===== src/rtl/instruction_decode_pkg.sv =====
// ============================================================================
//  Module  : instruction_decode_pkg
//  Brief   : RV32I opcodes, ID/EX control-word layout and ALU-op codes shared
//            by the instruction decode stage.
//  Rev     : 1.0  initial release
// ============================================================================
`timescale 1ns/1ps
`default_nettype none

package instruction_decode_pkg;

    localparam logic [6:0] c_OP_R      = 7'b0110011;
    localparam logic [6:0] c_OP_IALU   = 7'b0010011;
    localparam logic [6:0] c_OP_LOAD   = 7'b0000011;
    localparam logic [6:0] c_OP_STORE  = 7'b0100011;
    localparam logic [6:0] c_OP_BRANCH = 7'b1100011;

    localparam logic [2:0] c_F3_SR     = 3'b101;

    localparam logic [1:0] c_ALUOP_MEM  = 2'b00;
    localparam logic [1:0] c_ALUOP_BR   = 2'b01;
    localparam logic [1:0] c_ALUOP_FUNC = 2'b10;

    localparam int CTRL_W        = 9;
    localparam int CTRL_REGWRITE = 8;
    localparam int CTRL_MEMTOREG = 7;
    localparam int CTRL_MEMREAD  = 6;
    localparam int CTRL_MEMWRITE = 5;
    localparam int CTRL_BRANCH   = 4;
    localparam int CTRL_ALUSRC   = 3;
    localparam int CTRL_ALUOP_HI = 2;
    localparam int CTRL_ALUOP_LO = 1;
    localparam int CTRL_F7B5     = 0;

    typedef struct packed {
        logic       regwrite;
        logic       memtoreg;
        logic       memread;
        logic       memwrite;
        logic       branch;
        logic       alusrc;
        logic [1:0] aluop;
        logic       f7b5;
    } ctrl_t;

endpackage

`default_nettype wire


===== src/rtl/instruction_decode_reg_file.sv =====
// ============================================================================
//  Module  : instruction_decode_reg_file
//  Brief   : 2-read / 1-write register file, x0 hardwired to zero.
//            RF_BYPASS_EN: a same-cycle write is forwarded to the read ports.
//  Rev     : 1.0  initial release
// ============================================================================
`timescale 1ns/1ps
`default_nettype none

module instruction_decode_reg_file #(
    parameter int XLEN = 32,
    parameter int RA_W = 5
) (
    input  logic            clk,
    input  logic            rst,
    input  logic            i_we,
    input  logic [RA_W-1:0] i_wa,
    input  logic [XLEN-1:0] i_wd,
    input  logic [RA_W-1:0] i_ra1,
    input  logic [RA_W-1:0] i_ra2,
    output logic [XLEN-1:0] o_rd1,
    output logic [XLEN-1:0] o_rd2
);

    localparam int NREG = 1 << RA_W;

    logic [XLEN-1:0] r_regs [0:NREG-1];
    logic            w_wr;

    assign w_wr = i_we && (i_wa != '0);

    always_ff @(posedge clk) begin
        if (rst) begin
            for (int k = 0; k < NREG; k++) begin
                r_regs[k] <= '0;
            end
        end else if (w_wr) begin
            r_regs[i_wa] <= i_wd;
        end
    end

    always_comb begin
        o_rd1 = (i_ra1 == '0) ? '0 : r_regs[i_ra1];
        o_rd2 = (i_ra2 == '0) ? '0 : r_regs[i_ra2];
`ifdef RF_BYPASS_EN
        if (w_wr && (i_wa == i_ra1)) o_rd1 = i_wd;
        if (w_wr && (i_wa == i_ra2)) o_rd2 = i_wd;
`endif
    end

endmodule

`default_nettype wire


===== src/rtl/instruction_decode.sv =====
// ============================================================================
//  Module  : instruction_decode
//  Brief   : RV32I ID stage: decode, immediate generation, load-use hazard
//            detection and the ID/EX pipeline register. RF_BYPASS_EN selects
//            write-before-read register file behaviour.
//  Rev     : 1.0  initial release
// ============================================================================
`timescale 1ns/1ps
`default_nettype none

module instruction_decode
    import instruction_decode_pkg::*;
#(
    parameter int XLEN = 32,
    parameter int PC_W = 8,
    parameter int RA_W = 5
) (
    input  logic              clk,
    input  logic              rst,
    input  logic              start,
    input  logic [31:0]       IFID,
    input  logic [PC_W-1:0]   IFID_PC,
    input  logic              PCSelect,
    input  logic              wb_we,
    input  logic [RA_W-1:0]   wb_rd,
    input  logic [XLEN-1:0]   wb_data,
    output logic              stall,
    output logic [PC_W-1:0]   IDEX_PC,
    output logic [XLEN-1:0]   IDEX_rs1d,
    output logic [XLEN-1:0]   IDEX_rs2d,
    output logic [XLEN-1:0]   IDEX_imm,
    output logic [RA_W-1:0]   IDEX_rs1,
    output logic [RA_W-1:0]   IDEX_rs2,
    output logic [RA_W-1:0]   IDEX_rd,
    output logic [2:0]        IDEX_funct3,
    output logic [CTRL_W-1:0] IDEX_ctrl,
    output logic              ill_ins
);

    logic [6:0]        w_opcode;
    logic [RA_W-1:0]   w_rs1;
    logic [RA_W-1:0]   w_rs2;
    logic [RA_W-1:0]   w_rd;
    logic [2:0]        w_funct3;
    logic [XLEN-1:0]   w_rs1d;
    logic [XLEN-1:0]   w_rs2d;
    ctrl_t             w_ctrl;
    logic [XLEN-1:0]   w_imm;
    logic              w_legal;
    logic              w_uses_rs2;
    logic              w_ill;
    logic              w_issue;
    logic              w_latch;

    logic [PC_W-1:0]   r_pc;
    logic [XLEN-1:0]   r_rs1d;
    logic [XLEN-1:0]   r_rs2d;
    logic [XLEN-1:0]   r_imm;
    logic [RA_W-1:0]   r_rs1;
    logic [RA_W-1:0]   r_rs2;
    logic [RA_W-1:0]   r_rd;
    logic [2:0]        r_funct3;
    logic [CTRL_W-1:0] r_ctrl;
    logic              r_ill;

    assign w_opcode = IFID[6:0];
    assign w_rd     = IFID[11:7];
    assign w_funct3 = IFID[14:12];
    assign w_rs1    = IFID[19:15];
    assign w_rs2    = IFID[24:20];

    instruction_decode_reg_file #(
        .XLEN (XLEN),
        .RA_W (RA_W)
    ) u_reg_file (
        .clk   (clk),
        .rst   (rst),
        .i_we  (wb_we),
        .i_wa  (wb_rd),
        .i_wd  (wb_data),
        .i_ra1 (w_rs1),
        .i_ra2 (w_rs2),
        .o_rd1 (w_rs1d),
        .o_rd2 (w_rs2d)
    );

    always_comb begin
        w_ctrl     = '0;
        w_imm      = '0;
        w_legal    = 1'b0;
        w_uses_rs2 = 1'b0;
        case (w_opcode)
            c_OP_R: begin
                w_legal         = 1'b1;
                w_uses_rs2      = 1'b1;
                w_ctrl.regwrite = 1'b1;
                w_ctrl.aluop    = c_ALUOP_FUNC;
                w_ctrl.f7b5     = IFID[30];
            end
            c_OP_IALU: begin
                w_legal         = 1'b1;
                w_ctrl.regwrite = 1'b1;
                w_ctrl.alusrc   = 1'b1;
                w_ctrl.aluop    = c_ALUOP_FUNC;
                // only SRAI carries a meaningful funct7[5]; SLLI/SRLI and the rest ignore it
                w_ctrl.f7b5     = (w_funct3 == c_F3_SR) && IFID[30];
                w_imm           = {{(XLEN-12){IFID[31]}}, IFID[31:20]};
            end
            c_OP_LOAD: begin
                w_legal         = 1'b1;
                w_ctrl.regwrite = 1'b1;
                w_ctrl.memtoreg = 1'b1;
                w_ctrl.memread  = 1'b1;
                w_ctrl.alusrc   = 1'b1;
                w_ctrl.aluop    = c_ALUOP_MEM;
                w_imm           = {{(XLEN-12){IFID[31]}}, IFID[31:20]};
            end
            c_OP_STORE: begin
                w_legal         = 1'b1;
                w_uses_rs2      = 1'b1;
                w_ctrl.memwrite = 1'b1;
                w_ctrl.alusrc   = 1'b1;
                w_ctrl.aluop    = c_ALUOP_MEM;
                w_imm           = {{(XLEN-12){IFID[31]}}, IFID[31:25], IFID[11:7]};
            end
            c_OP_BRANCH: begin
                w_legal         = 1'b1;
                w_uses_rs2      = 1'b1;
                w_ctrl.branch   = 1'b1;
                w_ctrl.aluop    = c_ALUOP_BR;
                w_imm           = {{(XLEN-12){IFID[31]}}, IFID[7], IFID[30:25],
                                   IFID[11:8], 1'b0};
            end
            default: ;
        endcase
    end

    // the all-zero word is the fetch-side NOP and must not raise ill_ins
    assign w_ill   = !w_legal && (IFID != '0);

    assign stall   = r_ctrl[CTRL_MEMREAD] && (r_rd != '0) &&
                     ((r_rd == w_rs1) || ((r_rd == w_rs2) && w_uses_rs2));

    assign w_issue = start && !PCSelect && !stall;
    assign w_latch = w_issue && w_legal;

    always_ff @(posedge clk) begin
        if (rst) begin
            r_pc     <= '0;
            r_rs1d   <= '0;
            r_rs2d   <= '0;
            r_imm    <= '0;
            r_rs1    <= '0;
            r_rs2    <= '0;
            r_rd     <= '0;
            r_funct3 <= '0;
            r_ctrl   <= '0;
            r_ill    <= 1'b0;
        end else begin
            r_ill <= w_issue && w_ill;
            if (w_latch) begin
                r_pc     <= IFID_PC;
                r_rs1d   <= w_rs1d;
                r_rs2d   <= w_rs2d;
                r_imm    <= w_imm;
                r_rs1    <= w_rs1;
                r_rs2    <= w_rs2;
                r_rd     <= w_rd;
                r_funct3 <= w_funct3;
                r_ctrl   <= w_ctrl;
            end else begin
                r_pc     <= '0;
                r_rs1d   <= '0;
                r_rs2d   <= '0;
                r_imm    <= '0;
                r_rs1    <= '0;
                r_rs2    <= '0;
                r_rd     <= '0;
                r_funct3 <= '0;
                r_ctrl   <= '0;
            end
        end
    end

    assign IDEX_PC     = r_pc;
    assign IDEX_rs1d   = r_rs1d;
    assign IDEX_rs2d   = r_rs2d;
    assign IDEX_imm    = r_imm;
    assign IDEX_rs1    = r_rs1;
    assign IDEX_rs2    = r_rs2;
    assign IDEX_rd     = r_rd;
    assign IDEX_funct3 = r_funct3;
    assign IDEX_ctrl   = r_ctrl;
    assign ill_ins     = r_ill;

endmodule

`default_nettype wire


===== config.mk =====
export PLATFORM = sky130hd
export DESIGN_NAME = instruction_decode
export DESIGN_NICKNAME = d
export VERILOG_FILES = /design/src/rtl/instruction_decode_pkg.sv /design/src/rtl/instruction_decode_reg_file.sv /design/src/rtl/instruction_decode.sv
export SDC_FILE = /design/constraint.sdc
export NUM_CORES = 2
export LEC_CHECK = 0
export ABC_AREA = 0
export CAP_MARGIN = 10
export CORE_AREA = 3 3 386 388
export CTS_CLUSTER_SIZE = 10
export DETAILED_ROUTE_END_ITERATION = 8
export DIE_AREA = 0 0 389 391
export PLACE_DENSITY = 0.68
export SLEW_MARGIN = 25
export SYNTH_ARGS = -nofsm -noshare
export SYNTH_HDL_FRONTEND = slang
export SYNTH_SLANG_ARGS = --single-unit

===== constraint.sdc =====
create_clock -name clk -period 6 [get_ports clk]
set_clock_uncertainty 0.2 [all_clocks]
set_input_delay 1.5 -clock clk [delete_from_list [all_inputs] [get_ports clk]]
set_output_delay 1.5 -clock clk [all_outputs]
set_load 0.03 [all_outputs]

Word level (Yosys, flattened, before mapping)
Memory sizes are Yosys's and may differ from the RTL's. A register that Yosys moved wholly into a read port is not among the register bits.
Cells that the tools add are included.
{ "word_totals": {"ff_bits": 68, "wordCells": 65, "output_inout_bits": 133, "inputBits": 82, "ram_bits": 1024, "memories": 1} }
{ "classes": {"eq_ne": 8, "n_mux": 18, "bitwise_logic": 1, "n_reduce_logical": 29} }
{ "mem_list": {"columns": ["name", "words", "word_bits", "rd", "rd_ports_with_merged_regs", "wr", "line", "text"], "rows": [
  ["u_reg_file.r_regs", 32, 32, 2, 2, 32, "instruction_decode_reg_file.sv:27", "logic [XLEN-1:0] r_regs [0:NREG-1];"]
]} }
{ "op_table": {"columns": ["operator", "n"], "rows": [
  ["$pmux W32 S3", 1],
  ["$mux W32", 1],
  ["$reduce_bool A32 Y1", 1],
  ["$reduce_or A32 Y1", 1],
  ["$reduce_or A3 Y1", 5],
  ["$eq A7 B6 Y1 const B", 2],
  ["$mux W1", 12],
  ["$eq A5 B5 Y1", 2],
  ["$logic_and A1 B1 Y1", 10],
  ["$logic_not A5 Y1", 2],
  ["$reduce_bool A5 Y1", 2],
  ["$eq A7 B2 Y1 const B", 1],
  ["$eq A7 B5 Y1 const B", 1],
  ["$eq A7 B7 Y1 const B", 1],
  ["$reduce_or A2 Y1", 3],
  ["$mux W5", 1],
  ["$reduce_or A5 Y1", 1],
  ["$pmux W2 S2", 1],
  ["$eq A3 B3 Y1 const B", 1],
  ["$logic_not A1 Y1", 3],
  ["$mux W2", 1],
  ["$pmux W1 S2", 1],
  ["$logic_or A1 B1 Y1", 1],
  ["$not A1 Y1", 1]
]} }

Longest topological paths before layout
{ "logic_depth": {"depth_word": 11, "mapped_depth": 10} }

By module
A second synthesis with hierarchy kept.
{ "unflattened": {"hier_cells": 3859, "area_unflattened_um2": 57976.9} }
{ "modules_own_cells": {"columns": ["mod", "seq_area_each_um2", "cells_each", "area_per_inst_um2", "n_inst"], "rows": [
  ["instruction_decode_reg_file", 30749.5, 3502, 54232.0, 1],
  ["instruction_decode", 2242.2, 357, 3744.8, 1]
]} }

Least setup slack after synthesis
OpenSTA, ideal clock, no wires.
{ "synth_timing": {"kind": "input to output", "startpoint": "input IFID[6]", "endpoint": "output stall", "path_buffers": 1, "arrival_ns": 2.709, "path_stages": 5, "t_required_ns": 4.300, "slack_ns": 1.591, "path_cell_list": "buf_2 -> a21bo_1 -> nor4_1 -> a22oi_2 -> nor2_1"} }
{ "synth_between": {"elab_chain_len": 6} }
{ "synth_rtl": {"columns": ["element", "line", "text"], "rows": [
  ["start, declared", "instruction_decode.sv:21", "input logic [31:0] IFID,"],
  ["$eq A7 B6 Y1 / $eq A7 B7 Y1 (equally long branches)", "instruction_decode.sv:92", "case (w_opcode)"],
  ["$reduce_or A3 Y1 (no source line) *", null, null],
  ["$mux W1 *", "instruction_decode.sv:92", null],
  ["$logic_and A1 B1 Y1 *", "instruction_decode.sv:142", "((r_rd == w_rs1) || ((r_rd == w_rs2) && w_uses_rs2));"],
  ["$logic_or A1 B1 Y1 *", "instruction_decode.sv:142", null],
  ["$logic_and A1 B1 Y1 *", "instruction_decode.sv:141", "assign stall = r_ctrl[CTRL_MEMREAD] && (r_rd != '0) &&"],
  ["end, declared", "instruction_decode.sv:27", "output logic stall,"]
]} }
Every way passes the cells marked *; elsewhere a longest branch is shown, timed or not.

Final worst setup path
{ "layout_timing": {"startpoint": "input IFID[5]", "endpoint": "output stall"} }
The elaborated chain is that of the path after synthesis.

==> impl_metrics.json <==
{
  "area_growth_pct": 14.1,
  "async_flop_share_pct": 0,
  "start_kind": "input pin",
  "htree_levels": 4,
  "worstMarginPinSlew_ps": 1170,
  "syn_avg_cell_area_um2": 14.1,
  "relSlewSlack_pct": 22.1,
  "pwr-share-seq_pct": 48.8,
  "p_clk_share_pct": 41.0,
  "grt_use_total_pct": 28.4,
  "rsz0062_at_grt": "false",
  "cts_tree": "done",
  "maxCapViolCount": 0,
  "antenna_found_initial": 24,
  "antenna_left": 0,
  "final_cells": 6271,
  "design.core.area_um2": 146000,
  "finalCritPeriodShare_pct": 81.2,
  "powerDensity_nw_per_um2": 285,
  "hp-class": "reg2reg",
  "fillers": 12700,
  "ys_types": 70,
  "worstPathCellList": "clkdlybuf4s50_1, a21bo_1, nor4_1, a22oi_2, nor2_1, buf_4",
  "drcViolationCount": 0,
  "crit_path_end_kind": "output pin",
  "synth.top_cell.area_share_pct": 52.8,
  "cts_root_buf": "clkbuf_16",
  "status": "finished clean",
  "slowest_delay_ps": 560,
  "p_switching_uw": 4700,
  "synth_top_area_cell": "edfxtp_1",
  "viasPerCell": 6.44,
  "ys_seq_area_share_pct": 56.6,
  "ys_warn_count": 0,
  "grt_pass1_vias": 39300,
  "syn-cell-area_um2": 58200,
  "power_frac_comb_pct": 10.2,
  "drive_gt1_share_pct": 17.9,
  "dr.pass1.iters": 6,
  "cts_resized": 0,
  "period_needed_ps": 4870,
  "die-area_um2": 152000,
  "peakVddDrop_mv": 0.223,
  "switching_share_pct": 24.8,
  "post_cts_buffers": 0,
  "synth-edff-count": 1024,
  "final_util_pct": 45.6,
  "rows": 140,
  "grt-ovfl-total": 0,
  "io_buffers": 214,
  "intPower_uw": 14300,
  "cts_sinks": 1136,
  "io_pins": 215,
  "worstPathArrival_ps": 3170,
  "crit_path_max_fanout": 5,
  "totalWireLength_mm": 220,
  "grt_max_degree": 112,
  "p_leak_uw": 0.0236,
  "cts_buffers": 136,
  "netlist_top_cells_area": "edfxtp_1 53%, mux4_2 12%, and2_1 11%",
  "grt_pass1_wl_mm": 303,
  "slew_violations": 0,
  "fin_setup_tns_ps": 0,
  "max_freq_mhz": 205,
  "ctsHoldBuffers": 0,
  "num_vias": 40400,
  "placed_cells": 6017,
  "drt-wirelength-per-cell_um": 35.1,
  "start_util_pct": 40.0,
  "finalHoldViolations": 0,
  "cp_data_required_time_ps": 4300,
  "die_w_um": 389,
  "path_class": "in2out",
  "hpwl_mm": 130,
  "syn-instance-count": 4132,
  "crit_path_top_delay_cell": "clkdlybuf4s50_1",
  "clk_pin_slew_ps": 60,
  "ys_ff_latch": 1136,
  "final_nets": 4320,
  "die_y_um": 391,
  "setup_viol": 0,
  "gp_congestion": 0.895,
  "drtIter0Drc": 7056,
  "hold_ws_ps": 627,
  "max-clock-path-buffers": 3,
  "finalPower_uw": 18900,
  "insertion_delay_ps": 770,
  "synth_ff_type": "edfxtp_1"
}
==> through the flow <==
| step | setup WS, ps | area (um2) |
|---|---|---|
| floorplan | 1590 | 58400 |
| global placement | 1080 | 62400 |
| detailed placement | 1100 | 62400 |
| CTS | 1130 | 66500 |
| global route | 1040 | 66400 |
| finish | 1130 | 66500 |
==> kinds of logic after synthesis <==
kind of cell	synth area share (%)
AOI/OAI and AO/OA	4.96
xor gates and xnor gates	0.150
buffers and inverters	4.29
DFF	56.6
muxes	19.2
other	0.00644
and+or+nand+nor	14.7
==> power groups by stage <==
| stage | logic (uW) | clock network (uW) | registers [uW] |
|---|---|---|---|
| 3_5_place_dp | 1880 | 0 | 9390 |
| 4_1_cts | 1890 | 7790 | 9230 |
| 2_1_floorplan | 1200 | 0 | 9300 |
| 3_3_place_gp | 1870 | 0 | 9370 |
| 5_1_grt | 1980 | 8080 | 9280 |
| 6_report | 1940 | 7770 | 9250 |
==> final cells by class <==
type	count	area, um2	area share [%]
clock inverter	14	160	0.241
clock buffer	224	3910	5.88
inverter	26	97.6	0.147
multi-input combinational	2571	23200	34.9
antenna	16	40.0	0.0602
sequential	1136	33000	49.6
tap	1917	2400	3.61
timing repair buffer	367	3650	5.50
==> synthesized netlist by cell type (6+ instances only) <==
cell,count
or4_1,10
buf_1,6
buf_2,54
dfxtp_1,112
nor4_2,22
nor2b_1,6
a31o_1,14
nor2_1,114
a2111oi_0,10
buf_6,34
nor3_1,19
or3_1,16
nand3_1,7
o21ai_1,6
inv_1,22
and2_1,994
clkbuf_1,253
mux2i_1,420
o211ai_1,13
or2_2,31
nand4_1,36
a21oi_1,15
xor2_1,10
mux4_2,311
a221oi_1,9
a2111oi_2,12
a31o_2,6
nand3b_1,6
nand2_1,108
buf_12,10
a2111oi_1,9
buf_4,69
a211o_1,11
edfxtp_1,1024
o22ai_1,78
nor4_1,15
a22oi_1,179
==> registers in the layout (all words and copies together), names as in the netlist, 3 cells and up <==
name	count
u_reg_file.r_regs	1024
IDEX_rs1d	32
IDEX_rs2d	32
IDEX_imm	13
IDEX_PC	8
IDEX_ctrl	8
IDEX_rd	5
IDEX_rs1	5
IDEX_rs2	5
IDEX_funct3	3
==> metal layers <==
layer  vias up  global-route usage (%)  share of wire [%]
met2      3501                    43.2                 45
li1      15800                       -                  -
met4         2                    16.7                6.4
met5         -                       0             0.0045
met3       768                    8.07                 13
met1     20300                    36.3                 35
==> critical path, delay by kind of cell <==
| family | cells | cell delay, ps |
|---|---|---|
| AO/OA/AOI/OAI | 2 | 410 |
| buffers and inverters | 2 | 740 |
| AND/OR/NAND/NOR | 2 | 520 |
==> worst paths after layout <==
check	from	endpoint	slack (ps)	depth (start not counted)
max	IFID[5]	stall	1130	6
max reg2reg	IDEX_rd[2]$_SDFF_PP0_	IDEX_rs1d[27]$_SDFF_PP0_	3010	5
min reg2reg	u_reg_file.r_regs[12][19]$_SDFFCE_PN0P_	IDEX_rs1d[19]$_SDFF_PP0_	630	3
min	u_reg_file.r_regs[12][19]$_SDFFCE_PN0P_	IDEX_rs1d[19]$_SDFF_PP0_	630	3
==> cells in the final DEF, fill, tap and decap left out, types with 33 or more instances in the layout <==
cell	count
nand4_1	36
nor2_1	81
clkbuf_1	77
dfxtp_1	112
mux4_2	311
clkbuf_16	142
and2_1	994
nand2_1	107
edfxtp_1	1024
nor2_4	33
buf_4	121
clkdlybuf4s50_1	189
mux2i_1	420
o22ai_1	78
a22oi_1	179
buf_12	35
(Power assumes the default switching activity.)
